===== src/rtl/shift_sequencer_if.sv =====
// Request/response bundle for the operand-2 shift sequencer.
// master drives the operand request and out_ready; slave returns val2.
interface shift_sequencer_if;
  logic        in_valid;
  logic        in_ready;
  logic [31:0] val_rm;
  logic        imm;
  logic [11:0] shift_operand;
  logic        is_memory_ins;
  logic        out_valid;
  logic        out_ready;
  logic [31:0] val2;

  modport master (
    output in_valid,
    output val_rm,
    output imm,
    output shift_operand,
    output is_memory_ins,
    output out_ready,
    input  in_ready,
    input  out_valid,
    input  val2
  );

  modport slave (
    input  in_valid,
    input  val_rm,
    input  imm,
    input  shift_operand,
    input  is_memory_ins,
    input  out_ready,
    output in_ready,
    output out_valid,
    output val2
  );
endinterface


===== src/rtl/shift_sequencer.sv =====
// Iterative ARM operand-2 shifter: STEP bit positions per cycle.
// Ports: clk, rst_n, flush, bus (slave handshake bundle), stall.
module shift_sequencer #(
  parameter int unsigned STEP = 1
) (
  input  logic             clk,
  input  logic             rst_n,
  input  logic             flush,
  shift_sequencer_if.slave bus,
  output logic             stall
);

  localparam logic [1:0] S_IDLE  = 2'd0;
  localparam logic [1:0] S_SHIFT = 2'd1;
  localparam logic [1:0] S_DONE  = 2'd2;

  localparam logic [1:0] OP_LSL = 2'd0;
  localparam logic [1:0] OP_LSR = 2'd1;
  localparam logic [1:0] OP_ASR = 2'd2;
  localparam logic [1:0] OP_ROR = 2'd3;

  localparam logic [4:0] STEP_W = 5'(STEP);

  logic [1:0]  state_q, state_d;
  logic [31:0] acc_q, acc_d;
  logic [4:0]  n_q, n_d;
  logic [1:0]  op_q, op_d;
  logic [31:0] val2_q, val2_d;

  logic        accept;
  logic [31:0] ld_acc;
  logic [4:0]  ld_n;
  logic [1:0]  ld_op;
  logic [4:0]  k;
  logic [4:0]  n_left;
  logic [31:0] shifted;

  assign accept = bus.in_valid & (state_q == S_IDLE) & ~flush;

  always_comb begin
    ld_acc = bus.val_rm;
    ld_n   = bus.shift_operand[11:7];
    ld_op  = bus.shift_operand[6:5];
    unique case (1'b1)
      bus.is_memory_ins: begin
        ld_acc = {20'b0, bus.shift_operand};
        ld_n   = 5'd0;
        ld_op  = OP_LSL;
      end
      bus.imm & ~bus.is_memory_ins: begin
        ld_acc = {24'b0, bus.shift_operand[7:0]};
        ld_n   = {bus.shift_operand[11:8], 1'b0};
        ld_op  = OP_ROR;
      end
      default: ;
    endcase
  end

  // Last partial step only moves the remaining positions.
  assign k      = (n_q < STEP_W) ? n_q : STEP_W;
  assign n_left = n_q - k;

  always_comb begin
    shifted = acc_q;
    unique case (op_q)
      OP_LSL: shifted = acc_q << k;
      OP_LSR: shifted = acc_q >> k;
      OP_ASR: shifted = 32'($signed(acc_q) >>> k);
      OP_ROR: shifted = (acc_q >> k)
                      | (acc_q << (6'd32 - {1'b0, k}));
      default: ;
    endcase
  end

  always_comb begin
    state_d = state_q;
    acc_d   = acc_q;
    n_d     = n_q;
    op_d    = op_q;
    val2_d  = val2_q;
    if (flush) begin
      state_d = S_IDLE;
    end else begin
      unique case (state_q)
        S_IDLE: begin
          if (accept) begin
            acc_d = ld_acc;
            n_d   = ld_n;
            op_d  = ld_op;
            if (ld_n == 5'd0) begin
              state_d = S_DONE;
              val2_d  = ld_acc;
            end else begin
              state_d = S_SHIFT;
            end
          end
        end
        S_SHIFT: begin
          acc_d = shifted;
          n_d   = n_left;
          if (n_left == 5'd0) begin
            state_d = S_DONE;
            val2_d  = shifted;
          end
        end
        S_DONE: begin
          if (bus.out_ready) state_d = S_IDLE;
        end
        default: state_d = S_IDLE;
      endcase
    end
  end

  always_ff @(posedge clk or negedge rst_n) begin
    if (!rst_n) begin
      state_q <= S_IDLE;
      acc_q   <= '0;
      n_q     <= '0;
      op_q    <= OP_LSL;
      val2_q  <= '0;
    end else begin
      state_q <= state_d;
      acc_q   <= acc_d;
      n_q     <= n_d;
      op_q    <= op_d;
      val2_q  <= val2_d;
    end
  end

  assign bus.in_ready  = (state_q == S_IDLE);
  assign bus.out_valid = (state_q == S_DONE);
  assign bus.val2      = val2_q;
  assign stall         = (state_q != S_IDLE);

endmodule


===== src/flat_wrapper.sv =====
// flat-port wrapper written by rule: the top's interface ports become plain ports
module shift_sequencer_flat 
#(
  parameter int unsigned STEP = 1
)
  (clk, rst_n, flush, stall, bus_in_valid, bus_val_rm, bus_imm, bus_shift_operand, bus_is_memory_ins, bus_out_ready, bus_in_ready, bus_out_valid, bus_val2);
  shift_sequencer_if bus_i ();
  input  logic clk;
  input  logic rst_n;
  input  logic flush;
  output logic stall;
  input wire logic [$bits(bus_i.in_valid)-1:0] bus_in_valid;
  input wire logic [$bits(bus_i.val_rm)-1:0] bus_val_rm;
  input wire logic [$bits(bus_i.imm)-1:0] bus_imm;
  input wire logic [$bits(bus_i.shift_operand)-1:0] bus_shift_operand;
  input wire logic [$bits(bus_i.is_memory_ins)-1:0] bus_is_memory_ins;
  input wire logic [$bits(bus_i.out_ready)-1:0] bus_out_ready;
  output wire logic [$bits(bus_i.in_ready)-1:0] bus_in_ready;
  output wire logic [$bits(bus_i.out_valid)-1:0] bus_out_valid;
  output wire logic [$bits(bus_i.val2)-1:0] bus_val2;
  assign bus_i.in_valid = bus_in_valid;
  assign bus_i.val_rm = bus_val_rm;
  assign bus_i.imm = bus_imm;
  assign bus_i.shift_operand = bus_shift_operand;
  assign bus_i.is_memory_ins = bus_is_memory_ins;
  assign bus_i.out_ready = bus_out_ready;
  assign bus_in_ready = bus_i.in_ready;
  assign bus_out_valid = bus_i.out_valid;
  assign bus_val2 = bus_i.val2;
  shift_sequencer #(.STEP(STEP)) u_core (.clk(clk), .rst_n(rst_n), .flush(flush), .bus(bus_i), .stall(stall));
endmodule

===== config.mk =====
export PLATFORM = sky130hd
export DESIGN_NAME = shift_sequencer_flat
export DESIGN_NICKNAME = d
export VERILOG_FILES = /design/src/rtl/shift_sequencer_if.sv /design/src/rtl/shift_sequencer.sv /design/src/flat_wrapper.sv
export SDC_FILE = /design/constraint.sdc
export NUM_CORES = 1
export LEC_CHECK = 0
export CAP_MARGIN = 0
export CORE_ASPECT_RATIO = 0.6
export CORE_MARGIN = 5
export CORE_UTILIZATION = 35
export DETAILED_ROUTE_END_ITERATION = 16
export PLACE_DENSITY = 0.66
export SETUP_SLACK_MARGIN = 0.4
export SYNTH_ARGS = -nofsm -noshare
export SYNTH_HDL_FRONTEND = slang
export SYNTH_SLANG_ARGS = --single-unit

===== constraint.sdc =====
create_clock -name clk -period 2.4 [get_ports clk]
set_input_delay 0.48 -clock clk [delete_from_list [all_inputs] [get_ports clk]]
set_output_delay 0.48 -clock clk [all_outputs]
set_load 0.1 [all_outputs]

---- After elaboration in Yosys (flattened, before gate mapping) ----
Index checks and enable logic that the tools add are counted.
Widths: inputs -> output; s select.
word-level totals
  register bits after elaboration ......... 73
  bits of input ports ..................... 51
  output and inout port bits .............. 35
  word-level logic and storage cells ...... 58
cells by class
  add/subtract/negate cells ............... 2
  $lt $le $gt $ge ......................... 1
  equal/unequal tests ..................... 11
  shift operators ......................... 4
  mux-type cells .......................... 19
  bitwise gates (word level) .............. 6
  reductions and logical operators ........ 10
operators by type and width
  kind                 count
  $pmux 32 s2          3
  $mux 32              4
  $pmux 32 s4          1
  $or 32x32->32        1
  $shl 32x5->32        1
  $shl 32x6->32        1
  $shr 32x5->32        1
  $sshr 32x5->32       1
  $pmux 5 s2           2
  $logic_not 5->1      2
  $mux 2               5
  $mux 5               2
  $reduce_and 3->1     3
  $eq 2x2->1 const B   3
  $ne 2x1->1 const B   3
  $ne 3x2->1 const B   2
  $pmux 2 s3           1
  $sub 6x5->6 const A  1
  $lt 5x1->1 const B   1
  $reduce_and 5->1     1
  $sub 5x5->5          1
  $eq 2x1->1 const B   2
  $logic_not 2->1      2
  $pmux 2 s2           1
  other kinds (4)      8

---- Longest topological paths before layout ----
Gate-level depths: netlist (run 1).
  depth after elaboration ................. 8
  depth in mapped cells ................... 12
  depth with buffers taken out ............ 9

---- Worst setup path after synthesis (run 1) ----
No wires, ideal clock.
  path type ............................... flip-flop to output port
  from .................................... register u_core.state_q[0]
  to ...................................... output port stall
  arrival ................................. 2.684 ns
  data required time ...................... 1.920 ns
  slack ................................... -0.764 ns
  cell stages (with the launch flop) ...... 3
  path buffers ............................ 0
  path through ............................ dfrtp_1 nor2_1 inv_1
on the way
  word-level cells in the longest chain between the ends .. 1
RTL lines
  element                 RTL line                RTL
  start, declared         shift_sequencer.sv:24   logic [1:0] state_q, state_d;
  start signal, assigned  shift_sequencer.sv:122  state_q <= state_d;
  $reduce_bool 2->1       shift_sequencer.sv:133  assign stall = (state_q != S_IDLE);
  end, declared           flat_wrapper.sv:11      output logic stall;
No other way between the ends.

---- Worst setup path after layout (run 1) ----
  from .................................... register u_core.n_q[1]
  to ...................................... register u_core.val2_q[24], in the netlist u_core.bus.val2[24]
on the way
  word-level cells in the longest chain between the ends .. 8
  elaborated cells between the ends (all ways) .. 15
  classes of those cells .................. add/sub (2); order compare (1); eq/ne (1); shift (4); mux (4); bitwise (1); reduce/logical (2)
RTL lines
  element                 RTL line                RTL
  start, declared         shift_sequencer.sv:26   logic [4:0] n_q, n_d;
  start signal, assigned  shift_sequencer.sv:124  n_q <= n_d;
  $lt 5x1->1              shift_sequencer.sv:60   assign k = (n_q < STEP_W) ? n_q : STEP_W;
  $mux 5                  shift_sequencer.sv:60
  $sub 6x5->6             shift_sequencer.sv:70   | (acc_q << (6'd32 - {1'b0, k}));
  $shl 32x6->32           shift_sequencer.sv:70
  $or 32x32->32           shift_sequencer.sv:70
  $pmux 32 s4             shift_sequencer.sv:65   unique case (op_q)
  $mux 32                 shift_sequencer.sv:101  if (n_left == 5'd0) begin
  $pmux 32 s2             shift_sequencer.sv:84   unique case (state_q)
  end signal, assigned    shift_sequencer.sv:126  val2_q <= val2_d;
  end, declared           shift_sequencer.sv:28   logic [31:0] val2_q, val2_d;
Several ways; a longest one is shown, not always the timed one. The select of a mux whose other input is x is not followed.
A chain may end at the register's enable or synchronous reset.

==> run summary, run 1 <==
SYNTH
---------------------------------------------------------------------------
Synth async-reset ratio                                              100.0%
EDFF count, synth                                                         0
Cell area after synthesis                                        4589 sq um
Syn nets                                                                548
Count of yosys warnings during synthesis                                  0
Mean Syn Cell Area                                              9.272 sq um
Biggest area contributors in the synthesized netlist           sky130_fd_sc_hd__dfrtp_1 (40%), sky130_fd_sc_hd__mux2_2 (11%), sky130_fd_sc_hd__nand2_1 (4.6%)
Most common flop cell mapped by yosys                          sky130_fd_sc_hd__dfrtp_1
Count of distinct cell types in the synthesized netlist                  59
Most used standard cell by instance count after synthesis      sky130_fd_sc_hd__dfrtp_1
Most common library cells after synthesis                      sky130_fd_sc_hd__dfrtp_1 (73), sky130_fd_sc_hd__nand2_1 (56), sky130_fd_sc_hd__mux2_2 (46)
Number of register bits inferred by synthesis                            73
Gate count of the mapped netlist                                        495
Register area share after synthesis                                  39.80%
Largest area contributor in the synthesized netlist            sky130_fd_sc_hd__dfrtp_1
Area fraction of the dominant cell type after synthesis              39.80%

DETAILED ROUTING
---------------------------------------------------------------------------
Final routed wirelength across all metal layers                16620 microns
Number of vias after detailed routing                                  4757
Wire per inst                                                  20.73 microns
Final routed DRC violation total                                          0
Detailed-router iteration count before antenna repair                     5
Number of antenna-violating nets in the routed design                     0
Initial drt markers                                                     451
Via density                                                           5.931

PLACED DESIGN
---------------------------------------------------------------------------
Hpwl dp                                                        11100 microns
Total placed cells including tap cells                                  750
Cell Area, Placed                                                5813 sq um
Final weighted congestion in routability-driven placement            0.9116
Setup Slack @ Placement                                          0.09235 ns
Number of input and output port buffers inserted                         85

STA
---------------------------------------------------------------------------
Worst setup skew after layout                                   0.008187 ns
Total negative slack for setup checks                                  0 ns
Total count of max-transition violations in the final report              0
RSZ-0062 raised after global routing                                    yes
Least-Margin Pin Slew                                             0.5029 ns
Worst setup slack after layout                                    0.1569 ns
Fmax                                                             0.4458 GHz
Max-slew headroom at the worst pin                                   66.48%
Count of final hold-check violations                                      0
Final period utilization                                             93.46%
Final-report setup violation count                                        0
Clock period minus final worst setup slack                         2.243 ns

JOB
---------------------------------------------------------------------------
Max_cap viols                                                             0

PWR
---------------------------------------------------------------------------
Maximum vdd drop                                                    1188 uV
Total power                                                      0.009363 W
Total leakage power                                                2.839 nW
P per Cell Area                                                1372 nW/um^2

CLOCK TREE
---------------------------------------------------------------------------
CTS root buf                                                   sky130_fd_sc_hd__clkbuf_16
Number of CTS-inserted buffers                                            9
Clk_lat worst skew                                                  0.34 ns
Maximum count of clock buffers along a single path                        2
Clock tree from TritonCTS                                              done
Number of clock sinks                                                    73
# H-tree levels                                                           3
Clock slew at reported path FFs                                     0.06 ns
Number of buffers inserted by hold repair at cts                          0

GLOBAL ROUTING
---------------------------------------------------------------------------
Busiest metal layer after global routing                               met1
Total track usage                                                    20.94%
Global-route wire length before repair                         25830 microns
Global routing usage on met3                                         6.187%
GRT Residual Overflow                                                     0
Maximum number of pins on one net before global-route repair             34
Fraction of met2 tracks used by global routing                       29.29%
Met1 Usage GRT                                                       31.93%
Antenna violations before repair                                          0
Via count of the first global-routing pass                             4595

FLOORPLANNING
---------------------------------------------------------------------------
I/O pin cnt                                                              86
Std-Cell Rows                                                            32
Floorplan core area                                             12850 sq um
Chip Height                                                    98.70 microns
Die footprint                                                   15580 sq um
Die outline width                                              157.8 microns
Effective utilization at floorplan                                   35.71%

SETUP PATH
---------------------------------------------------------------------------
Worst setup path category                                        reg -> reg
Element type at the critical path start                                flop
Maximum fanout along the worst path                                       6
Required time worst endpoint                                        2.63 ns
Arrival time of data at the critical path endpoint                  2.47 ns
Type of element capturing the critical path                            flop

FINAL LAYOUT
---------------------------------------------------------------------------
Final instance area                                              6824 sq um
Area of the multi-input gates                                    2892 sq um
Filler cell count                                                      1160
Fraction of layout instances using a drive strength above 1          39.24%
Non-filler instance count after layout                                  802
Sequential cell area                                             1831 sq um
Number of diodes added for antenna fixing                                 0
Layout net count                                                        680
Area Growth Syn to Fin                                               48.69%

WORST HOLD PATH
---------------------------------------------------------------------------
Worst hold path class                                           in -> async

STATUS
---------------------------------------------------------------------------
Run status                                                        completed

[state kept, by name, summed over array words and instances, names as in the netlist]
| register | count |
|---|---|
| u_core.bus.val2 | 32 |
| u_core.acc_q | 32 |
| u_core.state_q | 2 |
| u_core.n_q | 5 |
| u_core.op_q | 2 |
[placed cells by master (no fill, tap or decap), types with 7 or more instances in the layout]
cell type / Yosys / routed
sky130_fd_sc_hd__buf_6: 5 / 12
sky130_fd_sc_hd__a21oi_1: 29 / 12
sky130_fd_sc_hd__o21ai_0: 34 / 18
sky130_fd_sc_hd__buf_4: 2 / 86
sky130_fd_sc_hd__nand2_1: 56 / 56
sky130_fd_sc_hd__o21ai_1: 8 / 20
sky130_fd_sc_hd__clkbuf_16: 0 / 10
sky130_fd_sc_hd__mux2_2: 46 / 27
sky130_fd_sc_hd__a21oi_2: 0 / 17
sky130_fd_sc_hd__clkdlybuf4s50_1: 0 / 49
sky130_fd_sc_hd__a31oi_1: 19 / 17
sky130_fd_sc_hd__nor3_1: 12 / 8
sky130_fd_sc_hd__dfrtp_1: 73 / 70
sky130_fd_sc_hd__mux2i_1: 18 / 18
sky130_fd_sc_hd__nor2_1: 43 / 39
sky130_fd_sc_hd__o211ai_1: 7 / 7
sky130_fd_sc_hd__nand3_1: 12 / 9
sky130_fd_sc_hd__mux2_4: 0 / 19
[layer usage]
layer	vias up	wire length [microns]
li1	2113	-
met2	296	6857
met3	27	1838
met1	2321	7721
met5	-	0
met4	0	207
[layout make-up]
cell class              count  area share, %
clock buffers              11          3.557
well taps                 170          3.117
clock inverters             5         0.9351
flip-flops and latches     73          26.82
multi-input cells         376          42.37
repair buffers            160          22.74
inverters                   7         0.4584
[where the power goes]
part / total (W) / internal (W) / leakage [nW] / switching, W
clock: 0.00141 / 0.000842 / 0.146 / 0.000567
sequential: 0.00231 / 0.00169 / 0.919 / 0.000623
combinational: 0.00564 / 0.00203 / 1.77 / 0.00361
total: 0.00936 / 0.00456 / 2.84 / 0.00480
[final timing paths]
kind	from	end	slack (ns)	cells after the start
setup / recovery	u_core.n_q[1]	u_core.bus.val2[24]	0.16	9
hold / removal	rst_n	u_core.bus.val2[4]	0.1	1
setup reg to reg	u_core.n_q[1]	u_core.bus.val2[24]	0.16	9
hold reg to reg	u_core.bus.val2[17]	u_core.bus.val2[17]	0.49	2
max in group asynchronous	rst_n	u_core.acc_q[20]	1.65	2
min in group clk	u_core.bus.val2[17]	u_core.bus.val2[17]	0.49	2
[critical path, cell delays in order, from the launching register on]
cell                      delay (ns)
sky130_fd_sc_hd__dfrtp_2        0.42
sky130_fd_sc_hd__nor3_4         0.26
sky130_fd_sc_hd__buf_6          0.13
sky130_fd_sc_hd__a21o_1         0.18
sky130_fd_sc_hd__ha_4           0.15
sky130_fd_sc_hd__a31o_4         0.14
sky130_fd_sc_hd__and3_4         0.26
sky130_fd_sc_hd__buf_6          0.15
sky130_fd_sc_hd__buf_16         0.13
sky130_fd_sc_hd__mux2_4         0.29
[cells by family (layout without fill, tap and decap cells)]
group	after synthesis	in the layout	synth area share, %
AO/OA/AOI/OAI	154	154	22.90
AND/OR/NAND/NOR	154	154	15.68
flip-flops	73	73	39.80
multiplexers	65	65	15.70
buffers and inverters	46	183	5.289
adder cells (fa/ha/maj)	2	2	0.5452
other	1	1	0.08171
[repair_timing]
action | 4_1_cts | 5_1_grt
setup endpoints to repair | 58 | 65
hold endpoints to repair | 0 | 0
resized for setup | 47 | 54
cloned | 4 | 1
setup buffers | 20 | 11
pin swaps | 32 | 31
[stage by stage]
stage | hold slack [ns] | util (%)
2_1_floorplan | 0.1844 | -
3_3_place_gp | 0.4704 | 45.23
3_5_place_dp | 0.4726 | 45.23
4_1_cts | 0.1195 | 50.88
5_1_grt | 0.1392 | 53.10
6_report | 0.09782 | 53.10
(Power assumes the default switching activity.)
==> run 2, diff against run 1 <==
CORE_UTILIZATION = 45   (was 35)
PLACE_DENSITY = 0.79   (was 0.66)
==> run summary, run 2 (same netlist as run 1, synthesis figures left out) <==
FINAL LAYOUT
---------------------------------------------------------------------------
Area of the multi-input gates                                    2944 sq um
Fraction of layout instances using a drive strength above 1          38.51%
Layout net count                                                        667
Final instance area                                              6753 sq um
Non-filler instance count after layout                                  753
Sequential cell area                                             1829 sq um
Area Growth Syn to Fin                                               47.14%
Highest-count cells in the layout ignoring fill and taps       sky130_fd_sc_hd__dfrtp_1 (71), sky130_fd_sc_hd__buf_4 (70), sky130_fd_sc_hd__nand2_1 (50)
Filler cell count                                                       776
Commonest non-fill, non-tap cell in the layout                 sky130_fd_sc_hd__dfrtp_1
Number of diodes added for antenna fixing                                 0

GLOBAL ROUTING
---------------------------------------------------------------------------
Antenna violations before repair                                          0
GRT Residual Overflow                                                     0
Global routing usage on met3                                         7.181%
Global-route wire length before repair                         24670 microns
Busiest metal layer after global routing                               met2
Met1 Usage GRT                                                       36.10%
Via count of the first global-routing pass                             4427
Maximum number of pins on one net before global-route repair             74
Fraction of met2 tracks used by global routing                       38.24%
Total track usage                                                    25.55%

STA
---------------------------------------------------------------------------
Final-report setup violation count                                        0
Count of final hold-check violations                                      0
Final period utilization                                             95.12%
Clock period minus final worst setup slack                         2.283 ns
RSZ-0062 raised after global routing                                    yes
Least-Margin Pin Slew                                             0.6904 ns
Fmax                                                             0.4381 GHz
Total negative slack for setup checks                                  0 ns
Max-slew headroom at the worst pin                                   53.81%
Worst setup skew after layout                                   0.004737 ns
Total count of max-transition violations in the final report              0

PLACED DESIGN
---------------------------------------------------------------------------
Final weighted congestion in routability-driven placement            0.9155
Total placed cells including tap cells                                  712
Number of input and output port buffers inserted                         85
Cell Area, Placed                                                5734 sq um
Hpwl dp                                                        10690 microns

PWR
---------------------------------------------------------------------------
Maximum vdd drop                                                   848.4 uV
P per Cell Area                                                1378 nW/um^2
Total leakage power                                                2.799 nW

CLOCK TREE
---------------------------------------------------------------------------
# H-tree levels                                                           3
CTS root buf                                                   sky130_fd_sc_hd__clkbuf_16
Number of clock sinks                                                    73
Clk_lat worst skew                                                  0.34 ns
Number of CTS-inserted buffers                                            9
Clock tree from TritonCTS                                              done
Maximum count of clock buffers along a single path                        2
Clock slew at reported path FFs                                     0.06 ns

DETAILED ROUTING
---------------------------------------------------------------------------
Final routed DRC violation total                                          0
Number of vias after detailed routing                                  4646
Wire per inst                                                  21.97 microns
Via density                                                           6.170
Initial drt markers                                                     489
Number of antenna-violating nets in the routed design                     0
Detailed-router iteration count before antenna repair                     6
Final routed wirelength across all metal layers                16540 microns

FLOORPLANNING
---------------------------------------------------------------------------
Die outline width                                              140.4 microns
Std-Cell Rows                                                            28
Chip Height                                                    88.23 microns
I/O pin cnt                                                              86
Effective utilization at floorplan                                   46.29%
Floorplan core area                                              9915 sq um
Die footprint                                                   12380 sq um

JOB
---------------------------------------------------------------------------
Max_cap viols                                                             0

SETUP PATH
---------------------------------------------------------------------------
Element type at the critical path start                                flop
Type of element capturing the critical path                            flop
Arrival time of data at the critical path endpoint                  2.51 ns
Maximum fanout along the worst path                                       7
Required time worst endpoint                                        2.63 ns
Worst setup path category                                        reg -> reg

STATUS
---------------------------------------------------------------------------
Run status                                                        completed

WORST HOLD PATH
---------------------------------------------------------------------------
Worst hold path class                                           in -> async

run 2: cell count changes in the layout (fill, tap and decap cells not counted), moves of 4 or more:
cell and change:
sky130_fd_sc_hd__a21oi_1 +5, sky130_fd_sc_hd__nand2_1 -6, sky130_fd_sc_hd__buf_4 -16, sky130_fd_sc_hd__nand2_4 +4
sky130_fd_sc_hd__o21ai_1 -6, sky130_fd_sc_hd__a21oi_2 -5, sky130_fd_sc_hd__o21ai_0 +5
run 2: through the flow:
stage	power [W]	hold slack [ns]	setup WS (ns)	util, %
after global placement	0.006953	0.4707	0.04827	57.84
after detailed placement	0.007043	0.4716	0.06796	57.84
after global routing	0.009696	0.1985	0.04042	68.11
after CTS	0.008889	0.1832	0.1220	64.41
after floorplan	0.005819	0.1844	0.3579	-
final	0.009308	0.1546	0.1172	68.11
run 2: worst max-delay path: stages (launching register included):
cell and delay, ns:
sky130_fd_sc_hd__dfrtp_2 0.43, sky130_fd_sc_hd__nor3_4 0.25, sky130_fd_sc_hd__nand2_4 0.09, sky130_fd_sc_hd__clkinv_4 0.06
sky130_fd_sc_hd__ha_4 0.22, sky130_fd_sc_hd__mux2_4 0.31, sky130_fd_sc_hd__o211ai_1 0.10, sky130_fd_sc_hd__and4_1 0.25
sky130_fd_sc_hd__a211oi_2 0.07, sky130_fd_sc_hd__buf_4 0.15, sky130_fd_sc_hd__mux2_4 0.25
run 2: area by class of cell:
type	instances	share of cell area [%]
clock buffers	10	3.539
repair buffers	147	21.62
clock inverters	5	1.186
flip-flops and latches	73	27.09
inverters	7	0.4632
well taps	135	2.501
multi-input cells	376	43.60
run 2: worst paths after layout:
| path | from | cells past startpoint | endpoint | slack [ns] |
|---|---|---|---|---|
| min in group clk | u_core.bus.val2[30] | 2 | u_core.bus.val2[30] | 0.48 |
| worst min register to register | u_core.bus.val2[30] | 2 | u_core.bus.val2[30] | 0.48 |
| worst min-delay path | rst_n | 2 | u_core.bus.val2[4] | 0.15 |
| worst max-delay path | u_core.n_q[1] | 10 | u_core.acc_q[12] | 0.12 |
| max in group asynchronous | rst_n | 2 | u_core.n_q[2] | 1.89 |
| worst max register to register | u_core.n_q[1] | 10 | u_core.acc_q[12] | 0.12 |
run 2: repair_timing:
action                                  in CTS  in global routing
gates resized for setup                     49                 56
cloned                                       2                  4
hold buffers                                 0                  0
buffers inserted                            13                  7
endpoints found under the setup margin      55                 65
pin swaps                                   29                 24
run 2: metal layers:
layer	vias up	wire, microns
met5	-	0
met4	0	295
met3	34	1706
met2	265	7246
met1	2273	7292
li1	2074	-
run 2: power by group:
group / leakage (nW) / total, W / switching (W) / internal, W
Combinational: 1.73 / 0.00551 / 0.00357 / 0.00194
Sequential: 0.921 / 0.00233 / 0.000641 / 0.00169
Clock: 0.151 / 0.00147 / 0.000538 / 0.000930
Total: 2.80 / 0.00931 / 0.00475 / 0.00456
==> run 3, diff against run 2 <==
MAX_ROUTING_LAYER = met4   (was default)
SETUP_SLACK_MARGIN = 0.5   (was 0.4)
==> run summary, run 3 (same netlist as run 1, synthesis figures left out) <==
FINAL LAYOUT
---------------------------------------------------------------------------
Highest-count cells in the layout ignoring fill and taps       sky130_fd_sc_hd__buf_4 (72), sky130_fd_sc_hd__dfrtp_1 (69), sky130_fd_sc_hd__nand2_1 (54)
Commonest non-fill, non-tap cell in the layout                 sky130_fd_sc_hd__buf_4
Area Growth Syn to Fin                                               44.85%
Fraction of layout instances using a drive strength above 1          39.74%
Utilization of the core after routing                                67.05%
Non-filler instance count after layout                                  754
Layout net count                                                        667
Number of diodes added for antenna fixing                                 0

JOB
---------------------------------------------------------------------------
Max_cap viols                                                             0

GLOBAL ROUTING
---------------------------------------------------------------------------
Met1 Usage GRT                                                       37.55%
Global-route wire length before repair                         25250 microns
Maximum number of pins on one net before global-route repair             74
Busiest metal layer after global routing                               met2
Global routing usage on met3                                         7.883%
Via count of the first global-routing pass                             4521
Fraction of met2 tracks used by global routing                       39.28%
Antenna violations before repair                                          0
Total track usage                                                    26.80%
GRT Residual Overflow                                                     0

DETAILED ROUTING
---------------------------------------------------------------------------
Initial drt markers                                                     494
Final routed wirelength across all metal layers                16540 microns
Number of vias after detailed routing                                  4689
Final routed DRC violation total                                          0
Detailed-router iteration count before antenna repair                     5
Wire per inst                                                  21.93 microns
Number of antenna-violating nets in the routed design                     0
Via density                                                           6.219

STA
---------------------------------------------------------------------------
Clock period minus final worst setup slack                         2.292 ns
Total negative slack for setup checks                                  0 ns
Total count of max-transition violations in the final report              0
Min Hold Slack                                                    0.1415 ns
Max-slew headroom at the worst pin                                   57.94%
RSZ-0062 raised after global routing                                    yes
Fmax                                                             0.4362 GHz
Count of final hold-check violations                                      0
Worst setup skew after layout                                   0.008097 ns
Final-report setup violation count                                        0
Least-Margin Pin Slew                                             0.6286 ns
Final period utilization                                             95.52%

SETUP PATH
---------------------------------------------------------------------------
Count of cells along the worst register-to-register path                  9
Worst setup path category                                        reg -> reg
Arrival time of data at the critical path endpoint                  2.51 ns
Type of element capturing the critical path                            flop
Required time worst endpoint                                        2.62 ns
Maximum fanout along the worst path                                       8
Element type at the critical path start                                flop

CLOCK TREE
---------------------------------------------------------------------------
Number of CTS-inserted buffers                                            9
Number of clock sinks                                                    73
# H-tree levels                                                           3
Number of buffers inserted by hold repair at cts                          0
Clk_lat worst skew                                                  0.34 ns
Maximum count of clock buffers along a single path                        2
CTS root buf                                                   sky130_fd_sc_hd__clkbuf_16
Clock tree from TritonCTS                                              done
Clock slew at reported path FFs                                     0.06 ns

PLACED DESIGN
---------------------------------------------------------------------------
Hpwl dp                                                        10770 microns
Number of input and output port buffers inserted                         85
Total placed cells including tap cells                                  715
Final weighted congestion in routability-driven placement            0.9912

STATUS
---------------------------------------------------------------------------
Run status                                                        completed

PWR
---------------------------------------------------------------------------
P per Cell Area                                                1382 nW/um^2
Maximum vdd drop                                                   956.9 uV
Total leakage power                                                2.740 nW

FLOORPLANNING
---------------------------------------------------------------------------
Effective utilization at floorplan                                   46.29%
Chip Height                                                    88.23 microns
Floorplan core area                                              9915 sq um
I/O pin cnt                                                              86
Die footprint                                                   12380 sq um
Std-Cell Rows                                                            28
Die outline width                                              140.4 microns

WORST HOLD PATH
---------------------------------------------------------------------------
Worst hold path class                                           in -> async

run 3: cell types whose count changed in the layout (fill, tap and decap cells not counted), sizes merged:
cell	previous run	this run
inv	6	7
and3	4	7
bufinv	2	0
clkinvlp	2	3
clkbuf	13	11
run 3: final timing paths:
| path | slack (ns) | endpoint | startpoint |
|---|---|---|---|
| setup / recovery | 0.11 | u_core.acc_q[20] | u_core.n_q[2] |
| hold / removal | 0.14 | u_core.bus.val2[7] | rst_n |
| setup reg to reg | 0.11 | u_core.acc_q[20] | u_core.n_q[2] |
| hold reg to reg | 0.48 | u_core.bus.val2[17] | u_core.bus.val2[17] |
| max in group asynchronous | 1.89 | u_core.acc_q[8] | rst_n |
| min in group clk | 0.48 | u_core.bus.val2[17] | u_core.bus.val2[17] |
run 3: layout make-up:
| cell class | instances | area (sq um) |
|---|---|---|
| Clock buffer | 11 | 242.7 |
| Clock inverter | 5 | 40.04 |
| Fill cell | 746 | 3267 |
| Inverter | 7 | 31.28 |
| Multi-Input combinational cell | 379 | 3028 |
| Sequential cell | 73 | 1832 |
| Tap cell | 135 | 168.9 |
| Timing Repair Buffer | 144 | 1305 |
run 3: report_power, final:
| part | total [W] | switching, W | internal, W |
|---|---|---|---|
| Clock | 0.00127 | 0.000536 | 0.000733 |
| Combinational | 0.00562 | 0.00368 | 0.00194 |
| Sequential | 0.00230 | 0.000611 | 0.00169 |
run 3: metrics by stage:
stage | cell area [sq um] | setup WS [ns] | total power (W)
detailed placement | 5724 | 0.04431 | 0.007046
global placement | 5724 | 0.03934 | 0.006952
finish | 6648 | 0.1076 | 0.009188
CTS | 6360 | 0.1614 | 0.008758
floorplan | 4727 | 0.3595 | 0.005810
global route | 6648 | 0.02434 | 0.009548
run 3: timing repair:
action                     CTS  global route
resized for setup           68            60
setup buffers               14             6
cloned                       3             0
setup endpoints to repair   62            66
pin swaps                   44            29
run 3: worst max-delay path: stages (launching register included):
cell and delay, ns:
sky130_fd_sc_hd__dfrtp_1 0.42, sky130_fd_sc_hd__buf_4 0.15, sky130_fd_sc_hd__buf_6 0.10, sky130_fd_sc_hd__buf_6 0.12, sky130_fd_sc_hd__or3_4 0.44, sky130_fd_sc_hd__buf_6 0.16, sky130_fd_sc_hd__o21ai_0 0.18, sky130_fd_sc_hd__a31o_2 0.19
sky130_fd_sc_hd__a22oi_2 0.11, sky130_fd_sc_hd__mux2_2 0.30
run 3: per-layer routing:
metal  wire length, microns  vias up
li1                       -     2079
met1                   7447     2329
met2                   7256      256
met3                   1676       25
met4                    157        0
met5                      0        -
